===== src/rtl/ibex_register_file_wr_ctrl.sv =====
// Write-port controller for a RAM-based register file: zero-fills x1.. after reset
// or on request, then arbitrates the single write port between core and aux.
module ibex_register_file_wr_ctrl #(
  parameter bit          RV32E        = 1'b0,
  parameter int unsigned DataWidth    = 32,
  parameter int unsigned StarveThresh = 8
) (
  input  logic                 clk_i,
  input  logic                 rst_ni,
  input  logic                 init_req_i,
  input  logic                 core_we_i,
  input  logic [4:0]           core_waddr_i,
  input  logic [DataWidth-1:0] core_wdata_i,
  input  logic                 aux_req_i,
  input  logic [4:0]           aux_waddr_i,
  input  logic [DataWidth-1:0] aux_wdata_i,
  output logic                 aux_gnt_o,
  output logic                 aux_starved_o,
  output logic                 rf_we_o,
  output logic [4:0]           rf_waddr_o,
  output logic [DataWidth-1:0] rf_wdata_o,
  output logic                 busy_o,
  output logic                 core_err_o
);
  localparam int unsigned NumWords = RV32E ? 16 : 32;
  localparam logic [4:0]  LastAddr = 5'(NumWords - 1);
  localparam logic [4:0]  AddrMask = RV32E ? 5'h0f : 5'h1f;
  localparam logic [7:0]  Thresh   = 8'(StarveThresh);

  typedef enum logic [1:0] {ST_RST, ST_INIT, ST_IDLE} state_e;

  state_e               r_state, w_state_nxt;
  logic [4:0]           r_cnt, w_cnt_nxt;
  logic [7:0]           r_scnt, w_scnt_nxt;
  logic                 r_err, w_err_nxt;
  logic                 r_starved;
  logic                 w_we, w_gnt, w_busy;
  logic [4:0]           w_waddr;
  logic [DataWidth-1:0] w_wdata;
  logic [4:0]           w_core_addr, w_aux_addr;

  // Bit 4 is meaningless for a 16-entry file, so fold it away before the x0 test.
  assign w_core_addr = core_waddr_i & AddrMask;
  assign w_aux_addr  = aux_waddr_i & AddrMask;

  always_comb begin
    w_state_nxt = r_state;
    w_cnt_nxt   = r_cnt;
    w_err_nxt   = r_err;
    w_we        = 1'b0;
    w_waddr     = 5'd0;
    w_wdata     = '0;
    w_gnt       = 1'b0;
    w_busy      = 1'b1;
    case (r_state)
      ST_RST: begin
        w_state_nxt = ST_INIT;
        w_cnt_nxt   = 5'd1;
        if (core_we_i) w_err_nxt = 1'b1;
      end
      ST_INIT: begin
        w_we      = 1'b1;
        w_waddr   = r_cnt;
        w_cnt_nxt = r_cnt + 5'd1;
        if (core_we_i) w_err_nxt = 1'b1;
        if (r_cnt == LastAddr) w_state_nxt = ST_IDLE;
      end
      ST_IDLE: begin
        w_busy = 1'b0;
        if (core_we_i) begin
          if (w_core_addr != 5'd0) begin
            w_we    = 1'b1;
            w_waddr = w_core_addr;
            w_wdata = core_wdata_i;
          end
        end else if (aux_req_i) begin
          // x0 requests are granted so the requester retires them, but never written.
          w_gnt = 1'b1;
          if (w_aux_addr != 5'd0) begin
            w_we    = 1'b1;
            w_waddr = w_aux_addr;
            w_wdata = aux_wdata_i;
          end
        end
        if (init_req_i) begin
          w_state_nxt = ST_INIT;
          w_cnt_nxt   = 5'd1;
          w_err_nxt   = 1'b0;
        end
      end
      default: w_state_nxt = ST_RST;
    endcase
  end

  always_comb begin
    w_scnt_nxt = 8'd0;
    if (aux_req_i && !w_gnt) w_scnt_nxt = (r_scnt == 8'hff) ? r_scnt : r_scnt + 8'd1;
  end

  always_ff @(posedge clk_i or negedge rst_ni) begin
    if (!rst_ni) begin
      r_state   <= ST_RST;
      r_cnt     <= 5'd1;
      r_scnt    <= 8'd0;
      r_err     <= 1'b0;
      r_starved <= 1'b0;
    end else begin
      r_state   <= w_state_nxt;
      r_cnt     <= w_cnt_nxt;
      r_scnt    <= w_scnt_nxt;
      r_err     <= w_err_nxt;
      r_starved <= (w_scnt_nxt >= Thresh);
    end
  end

  assign rf_we_o       = w_we;
  assign rf_waddr_o    = w_waddr;
  assign rf_wdata_o    = w_wdata;
  assign aux_gnt_o     = w_gnt;
  assign busy_o        = w_busy;
  assign core_err_o    = r_err;
  assign aux_starved_o = r_starved;
endmodule


===== config.mk =====
export PLATFORM = sky130hd
export DESIGN_NAME = ibex_register_file_wr_ctrl
export DESIGN_NICKNAME = d
export VERILOG_FILES = /design/src/rtl/ibex_register_file_wr_ctrl.sv
export SDC_FILE = /design/constraint.sdc
export NUM_CORES = 1
export LEC_CHECK = 0
export CORE_MARGIN = 2
export CORE_UTILIZATION = 29
export CTS_CLUSTER_DIAMETER = 60
export CTS_CLUSTER_SIZE = 40
export DETAILED_ROUTE_END_ITERATION = 8
export PLACE_DENSITY_LB_ADDON = 0.12
export SETUP_SLACK_MARGIN = 0.1
export SLEW_MARGIN = 20
export SYNTH_ARGS = -nofsm -noshare
export SYNTH_HDL_FRONTEND = slang
export SYNTH_SLANG_ARGS = --single-unit

===== constraint.sdc =====
create_clock -name clk_i -period 1.85 [get_ports clk_i]
set_clock_uncertainty 0.1 [all_clocks]
set_input_delay 0.37 -clock clk_i [delete_from_list [all_inputs] [get_ports clk_i]]
set_output_delay 0.37 -clock clk_i [all_outputs]
set_load 0.1 [all_outputs]

==> results.sh, run 1 <==
export IMPL_power_density_mw_per_mm2=508
export IMPL_ant_nets=0
export IMPL_core_mm2=0.00472
export IMPL_path_clk_slew_ns=0.07
export IMPL_worstMarginPinSlew_ns=0.536
export IMPL_netlist_area_leader_share=0.280
export IMPL_period_needed_ns=2.58
export IMPL_overflow=0
export IMPL_area_growth_pct=192
export IMPL_static_leakage_power_uw=0.00185
export IMPL_synthTopCellsByArea="dfrtp_1 28%, a22o_1 21%, ha_1 7.0%, a222oi_1 3.5%, o21ai_0 2.8%"
export IMPL_ios=121
export IMPL_initial_core_util=0.303
export IMPL_critPathKind="reg -> out"
export IMPL_vias_per_cell=5.63
export IMPL_synth_compound_area_frac=0.380
export IMPL_drt_initial_drc_count=121
export IMPL_drc=0
export IMPL_final_nets=411
export IMPL_grt_pass1_wl_um=12600
export IMPL_yosysUniqueCellTypes=44
export IMPL_dpl_cell_area_mm2=0.00352
export IMPL_rsz0062_at_grt="true"
export IMPL_reg2reg_depth=8
export IMPL_cp_start_kind="flop"
export IMPL_cts_sinks=17
export IMPL_dpl_hpwl_um=5560
export IMPL_grt_max_degree=13
export IMPL_crit_path_max_fanout=7
export IMPL_status="finished with violations"
export IMPL_utilization=0.883
export IMPL_place_congestion=0.833
export IMPL_synthMuxAreaShare=0.00701
export IMPL_ctsLongestPathBuffers=2
export IMPL_syn_area_per_cell_um2=9.34
export IMPL_fin_crit_sh=1.40
export IMPL_synth_nets=240
export IMPL_first_global_vias=2143
export IMPL_max_slew_margin_rel=0.643
export IMPL_synth_area_mm2=0.00143
export IMPL_reg2reg_to="aux_starved_o$_DFF_PN0_"
export IMPL_violations="setup timing"
export IMPL_io_buffers=120
export IMPL_yosys_area_top_type="dfrtp_1"
export IMPL_cts_root_buf="clkbuf_8"
export IMPL_synthAdderAreaFrac=0.0701
export IMPL_worst_slack_ns=-0.735
export IMPL_vdd_ir_drop_max_mv=0.597
export IMPL_cts_tree="yes"
export IMPL_synth_top_family_by_area="compound AO/OA/AOI/OAI gates"
export IMPL_num_vias=2202
export IMPL_syn_inst=153
export IMPL_fp_dieW_um=74.2
export IMPL_grt_usage=0.313
export IMPL_antenna_found_initial=1
export IMPL_reg2reg_slack_ns=-0.19
export IMPL_drv_slew=0
export IMPL_ys_seq_area_frac=0.299
export IMPL_firstDrtPassIters=8
export IMPL_ys_ff_latch=17
export IMPL_cts_hold_buf=0
export IMPL_crit_required_ns=1.38
export IMPL_drive_above_1_share=0.520
export IMPL_yosysWarnings=0
export IMPL_die_h_um=74.2
export IMPL_finalHoldViolCount=0
export IMPL_setup_viol=42
export IMPL_synthSimpleGateAreaFrac=0.175
export IMPL_hp_class="in -> async"
export IMPL_cts_inserted_buffers=3
export IMPL_synth_xor_area_frac=0.00613
export IMPL_max_cap_violations=0
export IMPL_clk_latency_ns=0.26
export IMPL_max_freq_mhz=387
export IMPL_cp_data_arrival_time_ns=2.11
export IMPL_fin_area_mm2=0.00417
export IMPL_r2r_start="r_state[0]$_DFFE_PN0P_"
export IMPL_htreeDepth=1
export IMPL_dieArea_mm2=0.00550
export IMPL_rows=25
export IMPL_routed_wl_um=10300
export IMPL_wl_per_cell_um=26.3
export IMPL_cp_end_kind="output port"
==> sequential cells by signal, indices dropped and copies added (netlist names) <==
register,flops
aux_starved_o,1
core_err_o,1
r_cnt,5
r_scnt,8
r_state,2
==> cells in the final DEF, fill, tap and decap left out, drive strengths merged, types with 5 or more instances in the layout <==
| cell type | synthesis | layout |
|---|---|---|
| dfrtp | 16 | 16 |
| nor2b | 6 | 6 |
| nand2 | 6 | 6 |
| buf | 6 | 102 |
| inv | 8 | 7 |
| clkdlybuf4s50 | 0 | 69 |
| a22o | 34 | 34 |
| nor2 | 6 | 6 |
| o21ai | 9 | 9 |
| ha | 8 | 8 |
| a222oi | 5 | 5 |
==> worst max-delay path by stage <==
stage	from	endpoint	slack, ns	cells past startpoint
after floorplan	r_state[0]$_DFFE_PN0P_	rf_waddr_o[0]	-1.79	6
after global placement	aux_waddr_i[1]	rf_wdata_o[28]	-0.81	6
after detailed placement	core_waddr_i[0]	rf_we_o	-0.83	6
after CTS	r_state[0]$_DFFE_PN0P_	rf_wdata_o[4]	-0.67	9
after global routing	r_state[0]$_DFFE_PN0P_	rf_wdata_o[5]	-0.77	9
final	r_state[0]$_DFFE_PN0P_	rf_wdata_o[8]	-0.73	9
==> critical path, stage by stage, from the launching register on <==
cell        delay [ns]
dfrtp_1           0.39
inv_2             0.09
ha_4              0.16
clkinvlp_4        0.12
nor3b_4           0.26
o21a_4            0.25
buf_12            0.13
buf_12            0.12
a22o_4            0.15
buf_12            0.17
==> layer usage <==
| metal | wire (um) | global-route usage | vias up |
|---|---|---|---|
| met5 | 0 | 0 | - |
| met4 | 427 | 0.133 | 0 |
| met3 | 968 | 0.0732 | 32 |
| met2 | 5320 | 0.571 | 148 |
| met1 | 3570 | 0.347 | 1071 |
| li1 | - | - | 951 |
==> layout make-up <==
| class | instances | area (um^2) |
|---|---|---|
| repair buffers | 175 | 2210 |
| multi-input cells | 119 | 1360 |
| fillers | 192 | 554 |
| flip-flops and latches | 17 | 427 |
| well taps | 67 | 83.8 |
| clock buffers | 4 | 45.0 |
| inverters | 8 | 33.8 |
| diodes | 1 | 2.50 |
==> stage by stage <==
| stage | total power (uW) | TNS (ns) | setup slack (ns) | instances | hold slack (ns) |
|---|---|---|---|---|---|
| final | 2120 | -26.99 | -0.735 | 391 | 0.321 |
| after global routing | 2180 | -28.60 | -0.774 | 391 | 0.370 |
| after CTS | 1850 | -23.72 | -0.667 | 381 | 0.332 |
| after detailed placement | 1490 | -29.68 | -0.831 | 361 | 0.428 |
| after global placement | 1470 | -29.07 | -0.808 | 361 | 0.408 |
| after floorplan | 1010 | -67.35 | -1.79 | 153 | -0.0256 |
==> cells by family (layout without fill, tap and decap cells) <==
kind of cell             after synthesis  after routing
AO/OA/AOI/OAI                         67             67
AND/OR/NAND/NOR                       42             42
flip-flops                            17             17
buffers and inverters                 17            187
adder cells (fa/ha/maj)                8              8
XOR/XNOR                               1              1
multiplexers                           1              1
other                                  0              1
==> synth_stat cells <==
master    instances
clkbuf_1          3
nor3b_4           1
o211ai_1          1
and2_0            1
o21a_1            1
nor2_1            6
or2_2             1
nor2b_1           6
or3_1             1
nand3_1           3
nand2_1           6
o21a_4            1
dfrtp_1          16
a22o_1           34
o22ai_1           1
a31oi_1           4
or4_4             1
a211oi_1          1
a21o_1            2
o211a_1           1
and4_1            2
dfstp_2           1
buf_6             3
o21ai_0           8
and2_1            1
o31a_1            1
ha_1              8
nand4b_1          1
xor2_1            1
nor3_1            4
or4_1             1
o21ai_2           1
mux2i_1           1
buf_2             3
a311oi_1          1
and3_1            2
a2111o_1          1
nand4_1           1
a21oi_1           3
a41oi_1           1
a222oi_1          5
inv_1             8
nand2b_1          3
nor4_1            1
==> report_power, final <==
group          leakage, uW  total, uW  switching [uW]  internal (uW)
clock network    0.0000228        287             134            153
logic              0.00160       1330             671            661
registers         0.000224        499            69.3            430
total              0.00185       2120             875           1240
==> repair_timing <==
item                                    4_1_cts  5_1_grt
pin swaps                                    20       14
setup buffers                                13       12
cloned                                        5        0
endpoints found under the setup margin       42       49
resized for setup                            66       20
No activity file was read; power rests on OpenSTA's default activity.
==> run 2, diff against run 1 <==
--- a/config.mk
+++ b/config.mk
@@ -5,12 +5,13 @@
 export SDC_FILE = /design/constraint.sdc
 export NUM_CORES = 1
 export LEC_CHECK = 0
+export ABC_CLOCK_PERIOD_IN_PS = 1850
 export CORE_MARGIN = 2
 export CORE_UTILIZATION = 29
 export CTS_CLUSTER_DIAMETER = 60
 export CTS_CLUSTER_SIZE = 40
 export DETAILED_ROUTE_END_ITERATION = 8
-export PLACE_DENSITY_LB_ADDON = 0.12
+export PLACE_DENSITY = 0.81
 export SETUP_SLACK_MARGIN = 0.1
 export SLEW_MARGIN = 20
 export SYNTH_ARGS = -nofsm -noshare
==> run 2 against run 1 <==
  * The flow still finishes with violations (setup timing)
  * Sequential share of layout area is 0.21 points lower
  * Clock power is 2% higher
  * First-iteration DRC count is 130% higher
  * Final area is 2.1% higher
  * Utilization is 1.9 points higher
  * Register-to-register slack better by 0.05 ns
  * Worst setup slack worse by 0.024 ns
  * Routed wire length is 22% higher
==> results.sh, run 2 (synthesis gave the netlist of run 1 again) <==
export IMPL_cts_tree="yes"
export IMPL_vdd_ir_drop_max_mv=0.736
export IMPL_max_slew_margin_rel=0.657
export IMPL_max_cap_violations=0
export IMPL_static_leakage_power_uw=0.00190
export IMPL_top_register="r_scnt"
export IMPL_drive_above_1_share=0.554
export IMPL_cts_hold_buf=0
export IMPL_final_common_cell="clkdlybuf4s50_1"
export IMPL_rsz0062_at_grt="true"
export IMPL_largest_register_ffs=8
export IMPL_dieArea_mm2=0.00550
export IMPL_grt_max_degree=18
export IMPL_htreeDepth=1
export IMPL_hp_class="in -> async"
export IMPL_period_needed_ns=2.61
export IMPL_utilization=0.901
export IMPL_wl_met2_um=5850
export IMPL_met1_length_um=4020
export IMPL_power_density_mw_per_mm2=517
export IMPL_crit_path_max_fanout=6
export IMPL_overflow=0
export IMPL_fin_crit_sh=1.41
export IMPL_cp_start_kind="flop"
export IMPL_ctsLongestPathBuffers=2
export IMPL_die_h_um=74.2
export IMPL_cts_inserted_buffers=3
export IMPL_vias_per_cell=6.46
export IMPL_worstMarginPinSlew_ns=0.515
export IMPL_grt_usage=0.387
export IMPL_most_common_layout_cells="69 x clkdlybuf4s50_1, 46 x buf_12, 44 x buf_4, 32 x a22o_4, 16 x dfrtp_1"
export IMPL_cp_data_arrival_time_ns=2.14
export IMPL_finalHoldViolCount=0
export IMPL_antenna_cells=0
export IMPL_routed_wl_um=12500
export IMPL_ios=121
export IMPL_initial_core_util=0.303
export IMPL_violations="setup timing"
export IMPL_setup_viol=47
export IMPL_firstDrtPassIters=5
export IMPL_clk_latency_ns=0.26
export IMPL_cts_root_buf="clkbuf_8"
export IMPL_ant_nets=0
export IMPL_status="finished with violations"
export IMPL_worst_slack_ns=-0.759
export IMPL_first_global_vias=2460
export IMPL_cp_end_kind="output port"
export IMPL_path_clk_slew_ns=0.08
export IMPL_route_met3_wl_um=1500
export IMPL_max_freq_mhz=383
export IMPL_cts_sinks=17
export IMPL_rows=25
export IMPL_fp_dieW_um=74.2
export IMPL_num_vias=2579
export IMPL_top_layer="met4"
export IMPL_dpl_hpwl_um=5810
export IMPL_io_buffers=120
export IMPL_drc=0
export IMPL_largest_registers="r_scnt x8, r_cnt x5, r_state x2"
export IMPL_area_growth_pct=198
export IMPL_drt_initial_drc_count=284
export IMPL_place_congestion=0.834
export IMPL_final_nets=420
export IMPL_core_mm2=0.00472
export IMPL_crit_required_ns=1.38
export IMPL_grt_pass1_wl_um=15300
export IMPL_pre_cts_slack_ns=-0.840
export IMPL_drv_slew=0
export IMPL_antenna_found_initial=1
export IMPL_critPathKind="reg -> out"
export IMPL_wl_per_cell_um=31.3
[run 2: metal layers]
| metal | up-vias | global-route usage |
|---|---|---|
| met1 | 1238 | 0.423 |
| met5 | - | 0 |
| met2 | 260 | 0.647 |
| met4 | 0 | 0.246 |
| met3 | 107 | 0.127 |
| li1 | 974 | - |
[run 2: final timing paths]
kind / end / slack (ns) / startpoint / cells past startpoint
max reg2reg: r_scnt[5]$_DFF_PN0_ / -0.14 / r_state[0]$_DFFE_PN0P_ / 10
max in group asynchronous: r_cnt[0]$_DFFE_PN1P_ / 1.07 / rst_ni / 2
min: r_scnt[5]$_DFF_PN0_ / 0.33 / rst_ni / 2
min in group clk_i: r_cnt[0]$_DFFE_PN1P_ / 0.48 / r_cnt[0]$_DFFE_PN1P_ / 1
min reg2reg: r_cnt[0]$_DFFE_PN1P_ / 0.48 / r_cnt[0]$_DFFE_PN1P_ / 1
max: rf_wdata_o[20] / -0.76 / r_state[0]$_DFFE_PN0P_ / 9
[run 2: timing repair]
| action | 4_1_cts | 5_1_grt |
|---|---|---|
| pin swaps | 32 | 13 |
| gates resized for setup | 82 | 25 |
| endpoints found under the setup margin | 42 | 54 |
| cloned | 5 | 1 |
| buffers inserted | 11 | 10 |
[run 2: critical path, cell delays in order, from the launching register on]
cell and delay, ns:
dfrtp_1 0.40, inv_2 0.08, ha_4 0.18, clkinvlp_4 0.11, nor3b_4 0.24, o21a_4 0.22
buf_12 0.15, buf_8 0.14, a22o_4 0.18, buf_12 0.18
[run 2: stage by stage]
stage	power, uW	setup TNS, ns	instances	cell area, um^2	hold slack [ns]
detailed placement	1550	-29.56	371	3580	0.442
global route	2260	-29.58	399	4260	0.362
finish	2200	-27.12	399	4260	0.325
CTS	1940	-21.82	390	4130	0.336
floorplan	1010	-67.35	153	1610	-0.0256
global placement	1530	-28.68	371	3580	0.395
[run 2: area by class of cell]
cell class / count / area, um^2
Tap cell: 67 / 83.8
Multi-Input combinational cell: 120 / 1400
Clock buffer: 4 / 45.0
Timing Repair Buffer: 183 / 2270
Inverter: 8 / 33.8
Sequential cell: 17 / 427
Fill cell: 155 / 465
[run 2: where the power goes]
group	internal (uW)	switching, uW
Clock	154	140
Combinational	675	719
Sequential	430	81.9
Total	1260	941
==> run 3, diff against run 2 <==
--- a/config.mk
+++ b/config.mk
@@ -11,7 +11,7 @@
 export CTS_CLUSTER_DIAMETER = 60
 export CTS_CLUSTER_SIZE = 40
 export DETAILED_ROUTE_END_ITERATION = 8
-export PLACE_DENSITY = 0.81
+export PLACE_DENSITY_LB_ADDON = 0.15
 export SETUP_SLACK_MARGIN = 0.1
 export SLEW_MARGIN = 20
 export SYNTH_ARGS = -nofsm -noshare
==> run 3 against run 2 <==
  * The run still ends with setup timing left
  * Utilization is 2.4 points lower
  * Final area is 2.7% lower
  * Global-route usage is 6.0 points lower
  * Combinational power is 4% lower
  * Sequential share of layout area is 0.28 points higher
  * Critical endpoint is now rf_wdata_o[27]
==> results.sh, run 3 (synthesis gave the netlist of run 1 again) <==
export IMPL_instances_no_fill=389
export IMPL_overflow=0
export IMPL_crit_path_max_fanout=6
export IMPL_cts_inserted_buffers=3
export IMPL_seqPwrFrac=0.234
export IMPL_grt_pass1_wl_um=13000
export IMPL_p_sw_frac=0.419
export IMPL_met1_length_um=3260
export IMPL_top_register="r_scnt"
export IMPL_critPathKind="reg -> out"
export IMPL_rows=25
export IMPL_largest_register_ffs=8
export IMPL_rsz0062_at_grt="true"
export IMPL_hp_class="in -> async"
export IMPL_first_global_vias=2235
export IMPL_place_congestion=0.797
export IMPL_drt_initial_drc_count=156
export IMPL_hold_ws_ns=0.321
export IMPL_violations="setup timing"
export IMPL_final_common_cell="clkdlybuf4s50_1"
export IMPL_period_needed_ns=2.59
export IMPL_wl_met2_um=5180
export IMPL_dp_cells=359
export IMPL_path_clk_slew_ns=0.08
export IMPL_path_delay_family="buffers and inverters"
export IMPL_p_int_uw=1240
export IMPL_clk_latency_ns=0.27
export IMPL_worst_slack_ns=-0.744
export IMPL_pre_cts_slack_ns=-0.807
export IMPL_wl_per_cell_um=25.4
export IMPL_cts_root_buf="clkbuf_8"
export IMPL_initial_core_util=0.303
export IMPL_cp_data_arrival_time_ns=2.12
export IMPL_drive_above_1_share=0.534
export IMPL_antenna_found_initial=0
export IMPL_most_common_layout_cells="69 x clkdlybuf4s50_1, 47 x buf_12, 33 x buf_4, 32 x a22o_4, 16 x dfrtp_1"
export IMPL_combinationalPowerShare=0.625
export IMPL_firstDrtPassIters=6
export IMPL_pwr_share_clk=0.142
export IMPL_antenna_cells=0
export IMPL_fin_area_mm2=0.00414
export IMPL_r2r_start="r_state[1]$_DFFE_PN0P_"
export IMPL_cp_start_kind="flop"
export IMPL_power_density_mw_per_mm2=515
export IMPL_vdd_ir_drop_max_mv=0.572
export IMPL_core_mm2=0.00472
export IMPL_cts_sinks=17
export IMPL_path_cells="inv_2, ha_4, clkinvlp_4, nor3b_4, o21a_4, buf_6, buf_6, a22o_4, buf_12"
export IMPL_setup_viol=39
export IMPL_cp_common_cell="buf_6"
export IMPL_slowest_stage="dfrtp_1"
export IMPL_max_slew_margin_rel=0.655
export IMPL_io_buffers=120
export IMPL_status="finished with violations"
export IMPL_drv_slew=0
export IMPL_cp_slowest_stage_delay_ns=0.39
export IMPL_worstMarginPinSlew_ns=0.517
export IMPL_ctsLongestPathBuffers=2
export IMPL_max_freq_mhz=385
export IMPL_dpl_cell_area_mm2=0.00351
export IMPL_crit_required_ns=1.38
export IMPL_crit_path_start="r_state[0]$_DFFE_PN0P_"
export IMPL_die_h_um=74.2
export IMPL_ant_nets=0
export IMPL_vias_per_cell=5.73
export IMPL_routed_wl_um=9890
export IMPL_finalHoldViolCount=0
export IMPL_htreeDepth=1
export IMPL_grt_usage=0.328
export IMPL_route_met3_wl_um=867
export IMPL_grt_max_degree=18
export IMPL_power_switching_uw=894
export IMPL_fin_crit_sh=1.40
export IMPL_drc=0
export IMPL_dieArea_mm2=0.00550
export IMPL_final_nets=410
export IMPL_cts_tree="yes"
export IMPL_static_leakage_power_uw=0.00184
export IMPL_area_growth_pct=190
export IMPL_max_cap_violations=0
export IMPL_p_total_uw=2130
export IMPL_top_layer="met4"
export IMPL_ios=121
export IMPL_cp_depth=9
export IMPL_num_vias=2230
export IMPL_fp_dieW_um=74.2
export IMPL_cp_end_kind="output port"
export IMPL_reg2reg_depth=8
export IMPL_largest_registers="r_scnt x8, r_cnt x5, r_state x2"
export IMPL_cp_buffers_inverters=5
export IMPL_dpl_hpwl_um=5430
run 3: cell types whose count changed in the layout (fill, tap and decap cells not counted), sizes merged:
cell	previous run	this run
buf	111	101
clkbuf	4	3
clkdlybuf4s15	2	1
clkinvlp	1	2
dlygate4sd2	0	1
run 3: final timing paths:
path | to | slack [ns]
max | rf_wdata_o[27] | -0.74
min | r_state[0]$_DFFE_PN0P_ | 0.32
max reg2reg | r_cnt[3]$_DFFE_PN0P_ | 0.02
min reg2reg | r_cnt[4]$_DFFE_PN0P_ | 0.53
max in group asynchronous | r_cnt[0]$_DFFE_PN1P_ | 1.06
min in group clk_i | r_cnt[4]$_DFFE_PN0P_ | 0.53
run 3: power by group through the flow:
stage                     sequential [uW]  combinational [uW]  clock, uW
after floorplan                       498                 510          0
after global placement                493                 974          0
after detailed placement              495                 999          0
after CTS                             486                1110        296
after global routing                  503                1380        312
final                                 498                1330        302
run 3: area by class of cell:
cell class	instances	area (um^2)
clock inverter	1	7.51
fill	195	579
inverter	8	33.8
tap	67	83.8
multi-input combinational	120	1390
clock buffer	3	41.3
timing repair buffer	173	2170
sequential	17	427
run 3: timing repair:
| action | 4_1_cts | 5_1_grt |
|---|---|---|
| buffers inserted | 16 | 8 |
| endpoints found under the setup margin | 42 | 49 |
| pin swaps | 31 | 16 |
| gates resized for setup | 76 | 19 |
| hold buffers | 0 | 0 |
| cloned | 5 | 1 |
run 3: per-stage QoR:
step | util | setup TNS, ns
after floorplan | - | -67.35
after global placement | 0.743 | -28.39
after detailed placement | 0.743 | -28.60
after CTS | 0.856 | -22.09
after global routing | 0.877 | -29.93
final | 0.877 | -26.85
run 3: layer usage:
| metal | vias up | global-route usage |
|---|---|---|
| li1 | 950 | - |
| met1 | 1062 | 0.346 |
| met2 | 167 | 0.622 |
| met3 | 51 | 0.0718 |
| met4 | 0 | 0.137 |
| met5 | - | 0 |
